### config.mk
export PLATFORM = sky130hd
export DESIGN_NAME = pipe_skid_reg
export DESIGN_NICKNAME = d
export VERILOG_FILES = /design/src/rtl/pipe_skid_reg_pkg.sv /design/src/rtl/pipe_skid_reg_en_reg.sv /design/src/rtl/pipe_skid_reg.sv
export SDC_FILE = /design/constraint.sdc
export NUM_CORES = 1
export LEC_CHECK = 0
export ABC_AREA = 1
export CORE_MARGIN = 4
export CORE_UTILIZATION = 54
export CTS_CLUSTER_SIZE = 16
export DETAILED_ROUTE_END_ITERATION = 6
export PLACE_DENSITY = 0.84
export SKIP_LAST_GASP = 1
export SYNTH_ARGS = -nofsm -noshare
export SYNTH_HDL_FRONTEND = slang
export SYNTH_SLANG_ARGS = --single-unit
### constraint.sdc
create_clock -name clk -period 2.4 [get_ports clk]
set_input_delay 0.48 -clock clk [delete_from_list [all_inputs] [get_ports clk]]
set_output_delay 0.48 -clock clk [all_outputs]
set_load 0.02 [all_outputs]
### src/rtl/pipe_skid_reg_pkg.sv
// Shared types for the pipeline skid register stage.
// Holds the occupancy state encoding and the stall counter width.
package pipe_pkg;

    typedef enum logic [1:0] {
        PS_EMPTY = 2'd0,
        PS_BUSY  = 2'd1,
        PS_FULL  = 2'd2
    } pipe_state_t;

    localparam int STALL_CNT_W = 16;

endpackage

### src/rtl/pipe_skid_reg_en_reg.sv
// Enabled data register with synchronous active-low reset to RESET_VAL.
// Latency: 1 cycle from en to q.
// Backpressure: none; holds q whenever en is low.
module en_reg
    import pipe_pkg::*;
#(
    parameter int               WIDTH     = 32,
    parameter logic [WIDTH-1:0] RESET_VAL = '0
) (
    input  logic             clk,
    input  logic             rst,
    input  logic             en,
    input  logic [WIDTH-1:0] d,
    output logic [WIDTH-1:0] q
);

    always_ff @(posedge clk) begin
        if (!rst)
            q <= RESET_VAL;
        else if (en)
            q <= d;
    end

endmodule

### src/rtl/pipe_skid_reg.sv
// Valid/ready pipeline register with a two-entry skid buffer and sync flush; optional stall counter under PIPE_SKID_REG_STATS_EN.
// Latency: 1 cycle from in-transfer to out_data; sustains 1 transfer/cycle.
// Backpressure: in_ready is a registered state decode, so out_ready never reaches it combinationally.
module pipe_skid_reg
    import pipe_pkg::*;
#(
    parameter int               WIDTH     = 32,
    parameter logic [WIDTH-1:0] RESET_VAL = '0
) (
    input  logic                   clk,
    input  logic                   rst,
    input  logic                   flush,
    input  logic                   in_valid,
    output logic                   in_ready,
    input  logic [WIDTH-1:0]       in_data,
    output logic                   out_valid,
    input  logic                   out_ready,
    output logic [WIDTH-1:0]       out_data
`ifdef PIPE_SKID_REG_STATS_EN
    ,
    input  logic                   stats_clr,
    output logic [STALL_CNT_W-1:0] stall_cnt
`endif
);

    pipe_state_t      state;
    logic [WIDTH-1:0] skid_q;
    logic [WIDTH-1:0] main_d;
    logic             main_en;
    logic             skid_en;

    // Flush suppresses every load so the data registers keep their last value.
    always_comb begin
        main_en = 1'b0;
        skid_en = 1'b0;
        main_d  = in_data;
        if (!flush) begin
            case (state)
                PS_EMPTY: main_en = in_valid;
                PS_BUSY: begin
                    main_en = in_valid & out_ready;
                    skid_en = in_valid & ~out_ready;
                end
                PS_FULL: begin
                    main_en = out_ready;
                    main_d  = skid_q;
                end
                default: ;
            endcase
        end
    end

    en_reg #(.WIDTH(WIDTH), .RESET_VAL(RESET_VAL)) u_main (
        .clk (clk),
        .rst (rst),
        .en  (main_en),
        .d   (main_d),
        .q   (out_data)
    );

    en_reg #(.WIDTH(WIDTH), .RESET_VAL(RESET_VAL)) u_skid (
        .clk (clk),
        .rst (rst),
        .en  (skid_en),
        .d   (in_data),
        .q   (skid_q)
    );

    always_ff @(posedge clk) begin
        if (!rst || flush) begin
            state     <= PS_EMPTY;
            out_valid <= 1'b0;
            in_ready  <= 1'b1;
        end else begin
            case (state)
                PS_EMPTY: begin
                    if (in_valid) begin
                        state     <= PS_BUSY;
                        out_valid <= 1'b1;
                    end
                end
                PS_BUSY: begin
                    if (in_valid && !out_ready) begin
                        state    <= PS_FULL;
                        in_ready <= 1'b0;
                    end else if (!in_valid && out_ready) begin
                        state     <= PS_EMPTY;
                        out_valid <= 1'b0;
                    end
                end
                PS_FULL: begin
                    if (out_ready) begin
                        state    <= PS_BUSY;
                        in_ready <= 1'b1;
                    end
                end
                default: begin
                    state     <= PS_EMPTY;
                    out_valid <= 1'b0;
                    in_ready  <= 1'b1;
                end
            endcase
        end
    end

`ifdef PIPE_SKID_REG_STATS_EN
    // Counts cycles where the head is offered but not taken; flush leaves it alone.
    always_ff @(posedge clk) begin
        if (!rst || stats_clr)
            stall_cnt <= '0;
        else if (out_valid && !out_ready && (stall_cnt != {STALL_CNT_W{1'b1}}))
            stall_cnt <= stall_cnt + 1'b1;
    end
`endif

endmodule
Word-level counts from Yosys, hierarchy flattened
Index checks and enable logic that the tools add are counted.
- input port bits: 37
- logic and storage cells: 46
- register bits: 68
- bitwise logic cells: 5
- reduce and logical (&&, ||, !) cells: 10
- equal/unequal tests: 8
- mux-type cells: 18
- operator list (operator ; number):
    32-bit two-way mux ; 2
    2-bit inequality test (second input constant) ; 5
    1-bit one-hot mux with 3 select lines ; 3
    1-bit two-way mux ; 8
    2-bit two-way mux ; 4
    2-bit one-hot mux with 3 select lines ; 1
    3-bit AND reduction ; 2
    4-bit AND reduction ; 1
    1-bit zero test ; 3
    3-bit inequality test (second input constant) ; 1
    1-bit inverter ; 3
    1-bit AND ; 2
    2-bit by 1-bit equality test with 1-bit output (second input constant) ; 1
    2-bit equality test (second input constant) ; 1
    1-bit logical AND ; 2
    2-bit zero test ; 1
    1-bit logical OR ; 1

Logic depth before layout (Yosys ltp)
- word-level depth: 5
- gate-level depth with buffers: 9
- mapped depth without buffers: 7

By module
Synthesis repeated with hierarchy kept, for this count alone.
- cells, all modules: 551
- area total of the unflattened synthesis: 3420.8 µm²
- modules (own cells, without submodules) (module ; cells each ; area an instance (µm²) ; times used):
    en_reg ; 202 ; 1335.0 ; 2
    pipe_skid_reg ; 147 ; 750.7 ; 1

Least setup slack after synthesis
OpenSTA, ideal clock, no wires.
- path kind: input port to flip-flop
- start: input out_ready
- end: register u_skid.q[10]
- stages on the path: 8
- library setup time: 0.116 ns
- buffers on the path: 1
- arrival: 1.283 ns
- setup slack: 1.001 ns
- cell sequence: inv_1 -> ha_1 -> nand3_2 -> nor2_4 -> inv_2 -> buf_2 -> nor2_1 -> nor2_1
- longest elaborated chain between the ends: 4
- RTL lines (what ; line ; source):
    start: declaration ; pipe_skid_reg.sv:17 ; input logic out_ready,
    1-bit inverter ; pipe_skid_reg.sv:42 ; skid_en = in_valid & ~out_ready;
    1-bit AND ; pipe_skid_reg.sv:42 ;
    1-bit two-way mux ; pipe_skid_reg.sv:38 ; case (state)
    1-bit two-way mux ; pipe_skid_reg.sv:37 ; if (!flush) begin
    end signal: assignment ; pipe_skid_reg_en_reg.sv:19 ; q <= RESET_VAL;
    end signal: assignment ; pipe_skid_reg_en_reg.sv:21 ; q <= d;
    end: declaration ; pipe_skid_reg_en_reg.sv:14 ; output logic [WIDTH-1:0] q
No other way between the ends.
A chain may end at the register's enable or synchronous reset.

Worst setup path in the final report
- start: input out_ready
- end: register u_skid.q[12]
Same word-level chain as after synthesis.

==> impl_metrics.xml <==
<?xml version="1.0" encoding="UTF-8"?>
<metrics>
  <group name="place">
    <metric name="dp.final_hpwl" unit="um">4750</metric>
    <metric name="port_buffers" unit="">70</metric>
    <metric name="finalWeightedCongestion" unit="">0.862</metric>
    <metric name="placement.setup.worst_slack" unit="ps">229</metric>
  </group>
  <group name="floorplanning">
    <metric name="core_area" unit="mm^2">0.00561</metric>
    <metric name="die_height" unit="um">84.7</metric>
    <metric name="std_cell_rows" unit="">27</metric>
    <metric name="initial_core_util" unit="%">56.7</metric>
    <metric name="num_io_pins" unit="">71</metric>
    <metric name="die_w" unit="um">84.7</metric>
    <metric name="dieArea" unit="mm^2">0.00718</metric>
  </group>
  <group name="worst_setup_path">
    <metric name="cp_slowest_cell" unit="">clkdlybuf4s50_1</metric>
    <metric name="startpoint_type" unit="">primary input</metric>
    <metric name="crit_path_cells" unit="">clkdlybuf4s50_1 &gt; inv_1 &gt; ha_1 &gt; nand3_2 &gt; nor2_4 &gt; inv_2 &gt; nor2_1 &gt; nor2_1</metric>
    <metric name="critPathCaptureType" unit="">register</metric>
    <metric name="critical_path.reg2reg.startpoint" unit="">state[1]$_SDFFE_PP0P_</metric>
    <metric name="setup.reg_to_reg.worst_slack" unit="ps">830</metric>
    <metric name="crit_path_max_fanout" unit="">32</metric>
    <metric name="cp_num_buf_inv" unit="">3</metric>
    <metric name="critical-path-max-stage-delay" unit="ps">540</metric>
    <metric name="criticalPathCategory" unit="">in2reg</metric>
    <metric name="critical_path.most_common_cell" unit="">nor2_1</metric>
    <metric name="critical_path_arrival" unit="ps">2170</metric>
    <metric name="critical_path.top_delay_family" unit="">buffers and inverters</metric>
    <metric name="crit_required" unit="ps">2670</metric>
    <metric name="worstRegToRegCells" unit="">7</metric>
    <metric name="crit_start" unit="">out_ready</metric>
    <metric name="timing.rr.end" unit="">u_main.q[31]$_SDFFE_PN0P_</metric>
  </group>
  <group name="synth">
    <metric name="syn-cell-area" unit="mm^2">0.00318</metric>
    <metric name="synth_largest_area_cell" unit="">dfxtp_1</metric>
    <metric name="synth_area_per_cell" unit="um^2">6.50</metric>
    <metric name="synthDistinctLibCells" unit="">22</metric>
    <metric name="synth_cells" unit="">489</metric>
    <metric name="yosys.area.top_type_share" unit="%">42.8</metric>
    <metric name="synth-async-reset-ratio" unit="%">0</metric>
    <metric name="synth_edf_count" unit="">0</metric>
    <metric name="seq_area_frac_synth" unit="%">42.8</metric>
    <metric name="ys.warnings.count" unit="">0</metric>
    <metric name="synth_top_cells_by_area" unit="">dfxtp_1, nand2_1, nor2_1, nand3_1, inv_1</metric>
    <metric name="post-synth-top-count-cell" unit="">nand2_1</metric>
    <metric name="yosys-top-cells-count" unit="">nand2_1, nor2_1, dfxtp_1, inv_1, nand3_1</metric>
    <metric name="synth_seq_cells" unit="">68</metric>
    <metric name="dominantRegCellSynth" unit="">dfxtp_1</metric>
    <metric name="postSynthNetCount" unit="">529</metric>
  </group>
  <group name="layout">
    <metric name="num_antenna_cells" unit="">0</metric>
    <metric name="syn2layout_area_growth" unit="%">26.7</metric>
    <metric name="final_nets" unit="">587</metric>
    <metric name="drive_gt1_share" unit="%">5.62</metric>
  </group>
  <group name="timing">
    <metric name="max_freq" unit="GHz">0.527</metric>
    <metric name="final_max_slew_viol_count" unit="">0</metric>
    <metric name="least_setup_slack_across_all_paths_after_layout" unit="ps">501</metric>
    <metric name="timing.clock.skew" unit="ps">9.07</metric>
    <metric name="slew_at_the_pin_closest_to_its_max_slew_limit" unit="ps">604</metric>
    <metric name="final.min_clock_period" unit="ps">1900</metric>
    <metric name="grt_setup_unrepaired" unit="">no</metric>
    <metric name="period_share" unit="%">79.1</metric>
    <metric name="setup-tns-final" unit="ps">0</metric>
    <metric name="holdWs" unit="ps">487</metric>
    <metric name="maxSlewHeadroom" unit="%">59.6</metric>
    <metric name="final-setup-viol-count" unit="">0</metric>
    <metric name="hold_violations" unit="">0</metric>
  </group>
  <group name="route">
    <metric name="drt_iter0_markers" unit="">259</metric>
    <metric name="routed_wl" unit="um">7580</metric>
    <metric name="detailedRoute.firstPassIterationCount" unit="">5</metric>
    <metric name="antenna_left" unit="">0</metric>
    <metric name="total_vias_in_the_final_route" unit="">3129</metric>
    <metric name="route.met2.wl" unit="um">3560</metric>
    <metric name="viasPerCell" unit="">5.01</metric>
    <metric name="post-route-drc-count" unit="">0</metric>
    <metric name="avgRoutedWirePerCell" unit="um">12.1</metric>
    <metric name="m1WireLength" unit="um">3410</metric>
    <metric name="maxUsedRoutingLayer" unit="">met4</metric>
    <metric name="detailed_route_wirelength_on_metal3" unit="um">508</metric>
  </group>
  <group name="min_path">
    <metric name="hold_worst_path_end" unit="">out_valid$_SDFFE_PP0P_</metric>
    <metric name="worstHoldPathCells" unit="">2</metric>
    <metric name="start_point_of_the_worst_hold_path" unit="">out_valid$_SDFFE_PP0P_</metric>
    <metric name="path_category_of_the_worst_min_delay_check" unit="">reg2reg</metric>
  </group>
  <group name="job">
    <metric name="maxcap_viol_count" unit="">0</metric>
  </group>
  <group name="clock_network">
    <metric name="clk_pin_slew_worst_paths" unit="ps">70</metric>
    <metric name="cts_hold_buffers" unit="">0</metric>
    <metric name="clkLatencyLatePin" unit="ps">340</metric>
    <metric name="htreeDepth" unit="">3</metric>
    <metric name="cts-resized-gates" unit="">0</metric>
    <metric name="tritoncts" unit="">built</metric>
    <metric name="clock_sink_count" unit="">68</metric>
    <metric name="cts_root_buf" unit="">clkbuf_8</metric>
    <metric name="numCtsBuffers" unit="">9</metric>
    <metric name="clockBufferDepth" unit="">2</metric>
    <metric name="post_cts_setup_buffer_count" unit="">0</metric>
  </group>
  <group name="grt">
    <metric name="grt_first_pass_wirelength" unit="um">13100</metric>
    <metric name="grt_resource_usage_total" unit="%">21.9</metric>
    <metric name="first_global_vias" unit="">3007</metric>
    <metric name="antenna_found_initial" unit="">0</metric>
    <metric name="remaining_overflow_grt" unit="">0</metric>
    <metric name="grt_start_max_net_pins" unit="">65</metric>
  </group>
  <group name="power_and_ir_drop">
    <metric name="total_power" unit="mW">2.49</metric>
    <metric name="total_leakage_power" unit="nW">2.00</metric>
    <metric name="p_per_area" unit="mW/mm^2">617</metric>
    <metric name="vdd_drop_max" unit="uV">317</metric>
  </group>
  <group name="outcome">
    <metric name="run_status" unit="">finished clean</metric>
  </group>
</metrics>
[final cells by class]
type                            count  area (um^2)
Inverter                           42          158
Multi-Input combinational cell    350         1480
Timing Repair Buffer               76          766
Fill cell                         482         1580
Sequential cell                    68         1360
Clock buffer                       14          143
Clock inverter                      2         35.0
Tap cell                           72         90.1
[report_power, final]
group	internal [mW]	total [mW]	switching, mW	leakage (nW)
Sequential	1.18	1.20	0.0264	0.555
Clock	0.481	0.891	0.409	0.0887
Combinational	0.182	0.393	0.211	1.35
Total	1.84	2.49	0.647	2.00
[cells in the final DEF (no fill, tap or decap), drive strengths merged]
cell type,netlist,layout
nor2,132,132
clkdlybuf4s50,0,69
nand3,39,39
buf,20,7
nand4,1,1
clkbuf,9,14
inv,42,42
a21oi,2,2
nand2,139,139
bufinv,0,1
ha,3,3
dfxtp,68,68
o21ai,33,33
a31oi,1,1
clkinv,0,1
[layer usage]
metal  global-route usage, %  up-vias
met2                    37.4      103
li1                        -     1603
met5                       0        -
met4                    9.64        0
met3                    3.63       10
met1                    27.0     1413
[metrics by stage]
step	util, %	instances	instance area [um^2]
after floorplan	-	489	3180
after global placement	68.7	608	3850
after detailed placement	68.7	608	3850
after CTS	71.9	624	4030
after global routing	71.9	624	4030
final	71.9	624	4030
[how the worst max path moves through the flow]
stage / endpoint / slack, ps / cells past startpoint
after floorplan: u_skid.q[10]$_SDFFE_PN0P_ / 1000 / 8
after global placement: u_skid.q[14]$_SDFFE_PN0P_ / 270 / 8
after detailed placement: u_skid.q[22]$_SDFFE_PN0P_ / 230 / 8
after CTS: u_skid.q[12]$_SDFFE_PN0P_ / 510 / 8
after global routing: u_skid.q[12]$_SDFFE_PN0P_ / 370 / 8
final: u_skid.q[12]$_SDFFE_PN0P_ / 500 / 8
[logic make-up (layout without fill, tap and decap cells)]
| group | Yosys count | count (layout) | synth area share, % |
|---|---|---|---|
| AND/OR/NAND/NOR | 311 | 311 | 39.6 |
| buffers and inverters | 71 | 134 | 10.7 |
| flip-flops | 68 | 68 | 42.8 |
| AO/OA/AOI/OAI | 36 | 36 | 5.70 |
| adder cells (fa/ha/maj) | 3 | 3 | 1.18 |
[sequential cells by signal (all words and copies together), names as in the netlist]
register,flops
out_valid,1
in_ready,1
u_main.q,32
state,2
u_skid.q,32
[worst min-delay path, delay by kind of cell, from the launching register on]
family	cells	cell delay (ps)
DFF	1	310
AOI/OAI and AO/OA	2	130
(Power assumes the default switching activity.)
